===== src/rtl/rf_loader_if.sv =====
// -----------------------------------------------------------------------------
// rf_loader_if
// Valid/ready beat stream that carries one register-file row per beat into
// the loader.
//
// Signals:
//   s_valid  source -> sink  a beat is present on s_data
//   s_ready  sink -> source  the sink can accept a beat this cycle
//   s_data   source -> sink  LANES lanes of DATA_W bits; lane k is
//                            s_data[k*DATA_W +: DATA_W]
//
// Modports:
//   master  the beat source (drives s_valid/s_data)
//   slave   the loader (drives s_ready)
// -----------------------------------------------------------------------------
interface rf_loader_if #(
    parameter int DATA_W = 8,
    parameter int LANES  = 8
);
    logic                      s_valid;
    logic                      s_ready;
    logic [LANES*DATA_W-1:0]   s_data;

    modport master (
        output s_valid,
        output s_data,
        input  s_ready
    );

    modport slave (
        input  s_valid,
        input  s_data,
        output s_ready
    );
endinterface


===== src/rtl/rf_loader.sv =====
// -----------------------------------------------------------------------------
// rf_loader
// Write-side sequencer for the x/w register file feeding the multiplier array.
// Each accepted beat becomes one register-file row write, one cycle later, for
// DEPTH consecutive rows starting at row 0. Lanes 0..3 carry x data and lanes
// 4..7 carry w data; lanes pass straight through without reordering.
//
// Ports:
//   clk          rising-edge clock
//   rst          synchronous, active-high reset
//   start        one-cycle request to begin a load at row 0 (IDLE only)
//   abort        cancels an in-progress load; a pending write is dropped
//   stream       beat stream (slave side: s_valid, s_ready, s_data)
//   rf_enable    register-file enable (asserted together with write)
//   write        register-file write strobe
//   idx          target row of the current write
//   data_out     lane data to the register file, same packing as s_data
//   busy         a load is in progress
//   done         one-cycle pulse after the final row has been written
//   rows_loaded  rows written in the current or last load
// -----------------------------------------------------------------------------
module rf_loader #(
    parameter  int DATA_W = 8,
    parameter  int LANES  = 8,
    parameter  int DEPTH  = 8,
    localparam int IDX_W  = $clog2(DEPTH)
) (
    input  logic                    clk,
    input  logic                    rst,
    input  logic                    start,
    input  logic                    abort,
    rf_loader_if.slave              stream,
    output logic                    rf_enable,
    output logic                    write,
    output logic [IDX_W-1:0]        idx,
    output logic [LANES*DATA_W-1:0] data_out,
    output logic                    busy,
    output logic                    done,
    output logic [IDX_W:0]          rows_loaded
);

    typedef enum logic [1:0] {
        IDLE,
        LOAD,
        DRAIN
    } state_t;

    state_t           state;
    state_t           state_next;
    logic [IDX_W-1:0] row;
    logic             last_row;
    logic             do_write;
    logic             clear_load;
    logic             done_next;

    // State register.
    always_ff @(posedge clk) begin
        if (rst) begin
            state <= IDLE;
        end else begin
            state <= state_next;
        end
    end

    // Next-state and control decode. s_ready depends on the state alone so
    // the source never sees a combinational path back from s_valid. An abort
    // in the same cycle as a handshake consumes the beat but suppresses its
    // write. The final row's write is issued from the DRAIN cycle, and done
    // follows one cycle later unless an abort arrives during DRAIN.
    always_comb begin
        state_next     = state;
        stream.s_ready = 1'b0;
        do_write       = 1'b0;
        clear_load     = 1'b0;
        done_next      = 1'b0;
        last_row       = (row == IDX_W'(DEPTH - 1));

        case (state)
            IDLE: begin
                if (start && !abort) begin
                    state_next = LOAD;
                    clear_load = 1'b1;
                end
            end
            LOAD: begin
                stream.s_ready = 1'b1;
                if (abort) begin
                    state_next = IDLE;
                end else if (stream.s_valid) begin
                    do_write = 1'b1;
                    if (last_row) begin
                        state_next = DRAIN;
                    end
                end
            end
            DRAIN: begin
                state_next = IDLE;
                done_next  = !abort;
            end
            default: begin
                state_next = IDLE;
            end
        endcase
    end

    // Write path: captures the accepted beat and its row so the register
    // file sees it exactly one cycle after the handshake. idx and data_out
    // hold between writes. The row counter stops at the last row and only
    // returns to zero when a new load starts.
    always_ff @(posedge clk) begin
        if (rst) begin
            row         <= '0;
            write       <= 1'b0;
            idx         <= '0;
            data_out    <= '0;
            done        <= 1'b0;
            rows_loaded <= '0;
        end else begin
            write <= do_write;
            done  <= done_next;
            if (clear_load) begin
                row         <= '0;
                rows_loaded <= '0;
            end else if (do_write) begin
                idx         <= row;
                data_out    <= stream.s_data;
                rows_loaded <= {1'b0, row} + 1'b1;
                if (!last_row) begin
                    row <= row + 1'b1;
                end
            end
        end
    end

    assign rf_enable = write;
    assign busy      = (state != IDLE);

endmodule


===== src/flat_wrapper.sv =====
// flat-port wrapper written by rule: the top's interface ports become plain ports
module rf_loader_flat 
#(
    parameter  int DATA_W = 8,
    parameter  int LANES  = 8,
    parameter  int DEPTH  = 8,
    localparam int IDX_W  = $clog2(DEPTH)
)
  (clk, rst, start, abort, rf_enable, write, idx, data_out, busy, done, rows_loaded, stream_s_valid, stream_s_data, stream_s_ready);
  rf_loader_if #(.DATA_W(DATA_W), .LANES(LANES)) stream_i ();
  input  logic clk;
  input  logic rst;
  input  logic start;
  input  logic abort;
  output logic rf_enable;
  output logic write;
  output logic [IDX_W-1:0] idx;
  output logic [LANES*DATA_W-1:0] data_out;
  output logic busy;
  output logic done;
  output logic [IDX_W:0] rows_loaded;
  input wire logic [$bits(stream_i.s_valid)-1:0] stream_s_valid;
  input wire logic [$bits(stream_i.s_data)-1:0] stream_s_data;
  output wire logic [$bits(stream_i.s_ready)-1:0] stream_s_ready;
  assign stream_i.s_valid = stream_s_valid;
  assign stream_i.s_data = stream_s_data;
  assign stream_s_ready = stream_i.s_ready;
  rf_loader #(.DATA_W(DATA_W), .LANES(LANES), .DEPTH(DEPTH)) u_core (.clk(clk), .rst(rst), .start(start), .abort(abort), .stream(stream_i), .rf_enable(rf_enable), .write(write), .idx(idx), .data_out(data_out), .busy(busy), .done(done), .rows_loaded(rows_loaded));
endmodule

===== config.mk =====
export PLATFORM = sky130hd
export DESIGN_NAME = rf_loader_flat
export DESIGN_NICKNAME = d
export VERILOG_FILES = /design/src/rtl/rf_loader_if.sv /design/src/rtl/rf_loader.sv /design/src/flat_wrapper.sv
export SDC_FILE = /design/constraint.sdc
export NUM_CORES = 1
export LEC_CHECK = 0
export BUFFER_PORTS_ARGS = -buffer_cell sky130_fd_sc_hd__buf_4
export CAP_MARGIN = 0
export CELL_PAD_IN_SITES_DETAIL_PLACEMENT = 0
export CELL_PAD_IN_SITES_GLOBAL_PLACEMENT = 1
export CORE_ASPECT_RATIO = 0.7
export CORE_UTILIZATION = 28
export CTS_CLUSTER_DIAMETER = 80
export DETAILED_ROUTE_END_ITERATION = 8
export PLACE_DENSITY = 0.84
export SYNTH_ARGS = -nofsm -noshare
export SYNTH_HDL_FRONTEND = slang
export SYNTH_SLANG_ARGS = --single-unit

===== constraint.sdc =====
create_clock -name clk -period 1.4 [get_ports clk]
set_clock_uncertainty 0.15 [all_clocks]
set_input_delay 0.21 -clock clk [delete_from_list [all_inputs] [get_ports clk]]
set_output_delay 0.21 -clock clk [all_outputs]
set_load 0.01 [all_outputs]

==> impl_metrics.json, run 1 <==
{
  "path_common_cell": "buf_6",
  "drtIter0Drc": 105,
  "antenna_found_initial": 0,
  "nNetsFinal": 623,
  "grt_pass1_vias": 2933,
  "drv_slew": 0,
  "end_kind": "output port",
  "rows": 30,
  "syn_avg_cell_area_um2": 8.16,
  "grt.overflow.total": 0,
  "drt_drc_violations_left": 0,
  "die_x_um": 121,
  "cts.sinks": 78,
  "cts-root-buf": "clkbuf_16",
  "top_level_ports": 145,
  "max_cap_violations": 0,
  "setup_viol": 2,
  "violations": "setup timing",
  "fmax_mhz": 708,
  "stdcell_count": 685,
  "gp_congestion": 0.750,
  "drt-total-wl_mm": 8.29,
  "core_area_mm2": 0.00968,
  "n_antenna_cell": 0,
  "fin_setup_tns_ns": -0.0201,
  "cts-buffers-inserted": 9,
  "ant_nets": 0,
  "first_pass_iters": 4,
  "syn-cell-area_mm2": 0.00280,
  "cts_tree": "done",
  "irDropWorstVdd_uv": 563,
  "powerDensity_mw_per_mm2": 1040,
  "max_stage_delay_ns": 0.36,
  "most-common-layout-cells": "152 x buf_4, 140 x nand2_1, 74 x dfxtp_1",
  "crit_fanout": 4,
  "clockBufferDepth": 2,
  "maxSlewHeadroom_pct": 82.1,
  "ys_types": 22,
  "final_common_cell": "buf_4",
  "hold_ws_ns": 0.0647,
  "hold_viol": 0,
  "ys_warn_count": 0,
  "grt_pass1_wl_mm": 13.3,
  "start_util_pct": 28.9,
  "worst_pin_slew_ns": 0.269,
  "portBuffers": 144,
  "htree_levels": 3,
  "ys_seq_area_share_pct": 55.8,
  "via_count": 2978,
  "finalCritPeriodShare_pct": 101,
  "synth.ff_latch_count": 78,
  "status": "finished with violations",
  "via_per_inst": 4.35,
  "grt_usage_pct": 16.3,
  "wl_per_cell_um": 12.1,
  "min_period_ns": 1.41,
  "path_cells": "buf_6, nor2_4, inv_2, buf_6",
  "synth_area_leaders": "dfxtp_1 56%, nand2_1 19%, a21oi_1 13%",
  "crit_type": "reg -> out",
  "hold_path.class": "in -> reg",
  "place_inst": 602,
  "slowest_stage": "dfxtp_4",
  "clk_pin_slew_ns": 0.06,
  "synth_cells": 343,
  "synth_top_cell_by_area": "dfxtp_1",
  "clkLatencyLatePin_ns": 0.33,
  "syn_to_final_growth_pct": 81.6,
  "grt_max_degree": 37,
  "rsz0062_at_grt": "yes",
  "syn_nets": 414,
  "drive_gt1_share_pct": 33.6,
  "crit_required_ns": 1.04,
  "leakage_uw": 0.00211,
  "dieArea_mm2": 0.0104,
  "start_kind": "register",
  "final_cell_area_mm2": 0.00508,
  "critPathArrivalTime_ns": 1.05,
  "synth_top_area_share_pct": 55.8,
  "die_y_um": 85.6,
  "place_area_mm2": 0.00400,
  "dp_hpwl_mm": 5.43,
  "setup_ws_ns": -0.0128
}
==> power by group <==
group	switching [µW]	leakage, µW	total (µW)	internal (µW)
registers	16.9	0.000632	2270	2250
clock network	834	0.000166	2540	1700
logic	179	0.00131	500	322
total	1030	0.00211	5300	4270
==> through the flow <==
| stage | setup WS [ns] | power (µW) | util [%] |
|---|---|---|---|
| 3_3_place_gp | 0.00514 | 2650 | 41.3 |
| 6_report | -0.0128 | 5300 | 52.5 |
| 5_1_grt | -0.0662 | 5530 | 52.5 |
| 2_1_floorplan | 0.0146 | 2430 | - |
| 4_1_cts | -0.0435 | 5400 | 52.1 |
| 3_5_place_dp | -0.0449 | 2650 | 41.3 |
==> cells by family after synthesis <==
group,Yosys count,synth area share [%]
and+or+nand+nor,155,22.3
AOI/OAI and AO/OA,80,14.4
DFF,78,55.8
buffers and inverters,28,6.62
adders and majority gates,2,0.894
==> final timing paths <==
path / slack [ns] / start / cells past startpoint / end
worst max-delay path: -0.01 / u_core.state[0] / 4 / busy
worst max register to register: 0.02 / u_core.row[1] / 4 / u_core.row[0]
worst min register to register: 0.30 / u_core.data_out[14] / 2 / u_core.data_out[14]
worst min-delay path: 0.06 / rst / 2 / u_core.idx[1]
==> cells in the mapped netlist <==
cell       number
a21o_1          1
a21oi_1        74
and4bb_1        1
buf_2           4
buf_4           8
buf_6           6
clkbuf_1        8
dfxtp_1        78
ha_1            2
inv_1           2
nand2_1       140
nand2b_1        1
nand3_1         3
nand4_1         1
nand4bb_1       1
nor2_1          2
nor2b_1         2
nor3_1          1
nor4_1          1
nor4b_1         1
o21ai_0         5
or3_1           1
==> routing by layer <==
metal | vias to the layer above | part of all wire, % | global-route usage [%]
met1 | 1354 | 44 | 18.7
met5 | - | 0 | 0
li1 | 1526 | - | -
met3 | 11 | 6.0 | 4.99
met4 | 0 | 1.6 | 6.73
met2 | 87 | 48 | 28.2
==> what timing repair did <==
action | in CTS | in global routing
gates resized for setup | 13 | 8
hold endpoints to repair | 66 | 0
pin swaps | 2 | 3
endpoints found under the setup margin | 41 | 38
buffers inserted | 1 | 1
hold buffers | 65 | 0
==> state kept, by name (all words and copies together) (netlist names) <==
name	cells
u_core.state	2
u_core.row	3
u_core.rf_enable	1
u_core.data_out	64
u_core.idx	3
u_core.done	1
u_core.rows_loaded	4
==> final cells by class <==
cell class,count,area [µm²]
Timing Repair Buffer,224,1890
Multi-Input combinational cell,237,1120
Clock buffer,13,270
Fill cell,928,4600
Inverter,2,7.51
Clock inverter,3,65.1
Tap cell,128,160
Sequential cell,78,1570
==> critical path, delay by kind of cell (launching register included) <==
family	cells	cell delay, ns
DFF	1	0.36
and+or+nand+nor	1	0.08
buffers and inverters	3	0.29
Power figures use the tool's default switching activity.
==> run 2: changes to the inputs <==
Settings changed: CORE_ASPECT_RATIO 0.7 to 1.1.
==> run 2 against run 1 <==
Effect of this change: the flow still finishes with violations (setup timing); clock power fell by 35%; cell area rose by 6.8%; setup slack got worse by 0.059 ns; flip-flop and latch count did not move; non-clock buffer count rose by 11; critical endpoint is now u_core.data_out[9]; count of clock-buffer cells in the layout fell by 3.
==> impl_metrics.json, run 2 (synthesis gave the netlist of run 1 again) <==
{
  "status": "finished with violations",
  "drt-total-wl_mm": 9.88,
  "hold_path.class": "in -> reg",
  "setup_viol": 31,
  "clkLatencyLatePin_ns": 0.34,
  "largest-register": "u_core.data_out",
  "rows": 37,
  "grt_usage_pct": 16.4,
  "fmax_mhz": 679,
  "maxSlewHeadroom_pct": 80.0,
  "antenna_found_initial": 0,
  "critPathBufInv": 2,
  "crit_type": "reg -> reg",
  "min_period_ns": 1.47,
  "cts.sinks": 78,
  "crit_required_ns": 1.53,
  "stdcell_count": 685,
  "reg_top3": "u_core.data_out x64, u_core.rows_loaded x4",
  "place_inst": 589,
  "htree_levels": 3,
  "clk_pin_slew_ns": 0.08,
  "rsz0062_at_grt": "yes",
  "grt_pass1_wl_mm": 13.8,
  "via_count": 3138,
  "end_kind": "register",
  "cts-buffers-inserted": 9,
  "power.internal_uw": 3410,
  "nFillCells": 842,
  "violations": "setup timing",
  "finalCritPeriodShare_pct": 105,
  "crit_fanout": 6,
  "ant_nets": 0,
  "dp_hpwl_mm": 5.14,
  "die_x_um": 97.3,
  "grt.overflow.total": 0,
  "setup_ws_ns": -0.0717,
  "cts_tree": "done",
  "leakage_uw": 0.00229,
  "p_sw_share_pct": 24.0,
  "clockBufferDepth": 2,
  "clockPowerShare_pct": 36.8,
  "irDropWorstVdd_uv": 487,
  "die_y_um": 107,
  "critPathArrivalTime_ns": 1.60,
  "worst_pin_slew_ns": 0.301,
  "via_per_inst": 4.58,
  "start_kind": "register",
  "max_stage_delay_ns": 0.37,
  "start_util_pct": 29.3,
  "grt_max_degree": 56,
  "n_antenna_cell": 0,
  "hold_viol": 0,
  "crit_family": "simple AND/OR/NAND/NOR gates",
  "seqPwrFrac_pct": 50.3,
  "final_common_cell": "buf_4",
  "largest_reg_flops": 64,
  "slowest_stage": "dfxtp_4",
  "drv_slew": 0,
  "most-common-layout-cells": "151 x buf_4, 115 x nand2_1, 74 x dfxtp_1",
  "cts-root-buf": "clkbuf_8",
  "drive_gt1_share_pct": 45.6,
  "top_level_ports": 145,
  "first_pass_iters": 6,
  "combPwrFrac_pct": 12.9,
  "path_cells": "and4bb_4, buf_12, clkbuf_16, nand2_4, a21oi_2",
  "drtIter0Drc": 78,
  "nNetsFinal": 634,
  "max_cap_violations": 0,
  "gp_congestion": 0.724,
  "core_area_mm2": 0.00954,
  "grt_pass1_vias": 2992,
  "syn_to_final_growth_pct": 94.0,
  "dieArea_mm2": 0.0104,
  "power.switching_uw": 1080,
  "drt_drc_violations_left": 0,
  "wl_per_cell_um": 14.4,
  "hold_ws_ns": 0.0247,
  "portBuffers": 144,
  "powerDensity_mw_per_mm2": 828
}
==> run 2: final cells by class <==
cell class	instances	area [µm²]	share of cell area (%)
flip-flops and latches	78	1570	28.9
clock inverters	6	62.6	1.15
repair buffers	235	2100	38.7
inverters	2	10.0	0.184
clock buffers	10	128	2.35
well taps	117	146	2.70
multi-input cells	237	1410	26.0
==> run 2: final timing paths <==
path,startpoint,end,slack [ns],cells past startpoint
hold / removal,start,u_core.state[0],0.02,3
setup reg to reg,u_core.state[1],u_core.data_out[9],-0.07,5
setup / recovery,u_core.state[1],u_core.data_out[9],-0.07,5
hold reg to reg,u_core.data_out[53],u_core.data_out[53],0.31,2
==> run 2: timing repair <==
| action | 4_1_cts | 5_1_grt |
|---|---|---|
| hold endpoints to repair | 66 | 0 |
| endpoints found under the setup margin | 8 | 71 |
| resized for setup | 23 | 92 |
| gates cloned | 0 | 6 |
| pin swaps | 5 | 43 |
| setup buffers | 5 | 4 |
| hold buffers | 65 | 0 |
==> run 2: through the flow <==
stage	power, µW	utilization, %	setup slack [ns]	area (µm²)	setup TNS [ns]
3_5_place_dp	2650	41.8	-0.0106	3990	-0.0195
4_1_cts	4470	51.8	-0.0338	4940	-0.188
5_1_grt	4700	56.9	-0.111	5430	-2.40
6_report	4490	56.9	-0.0717	5430	-0.706
2_1_floorplan	2430	-	0.0146	2800	0
3_3_place_gp	2650	41.8	0.0226	3990	0
==> run 2: layer usage <==
| metal | global-route usage (%) | vias up | routed length [µm] | part of all wire, % |
|---|---|---|---|---|
| met5 | 0 | - | 0 | 0 |
| met4 | 6.93 | 0 | 206 | 2.1 |
| met3 | 4.24 | 22 | 461 | 4.7 |
| met2 | 28.4 | 106 | 5210 | 53 |
| met1 | 19.3 | 1461 | 4010 | 41 |
| li1 | - | 1549 | - | - |
==> run 2: worst min-delay path: stages <==
cell and delay, ns:
buf_4 0.11, o21ai_1 0.11, nor4_1 0.05
==> run 2: power by group through the flow <==
stage	clock network [µW]	registers (µW)	logic, µW
2_1_floorplan	0	2330	102
3_3_place_gp	0	2310	336
3_5_place_dp	0	2310	339
4_1_cts	1710	2260	501
5_1_grt	1820	2270	617
6_report	1650	2260	578
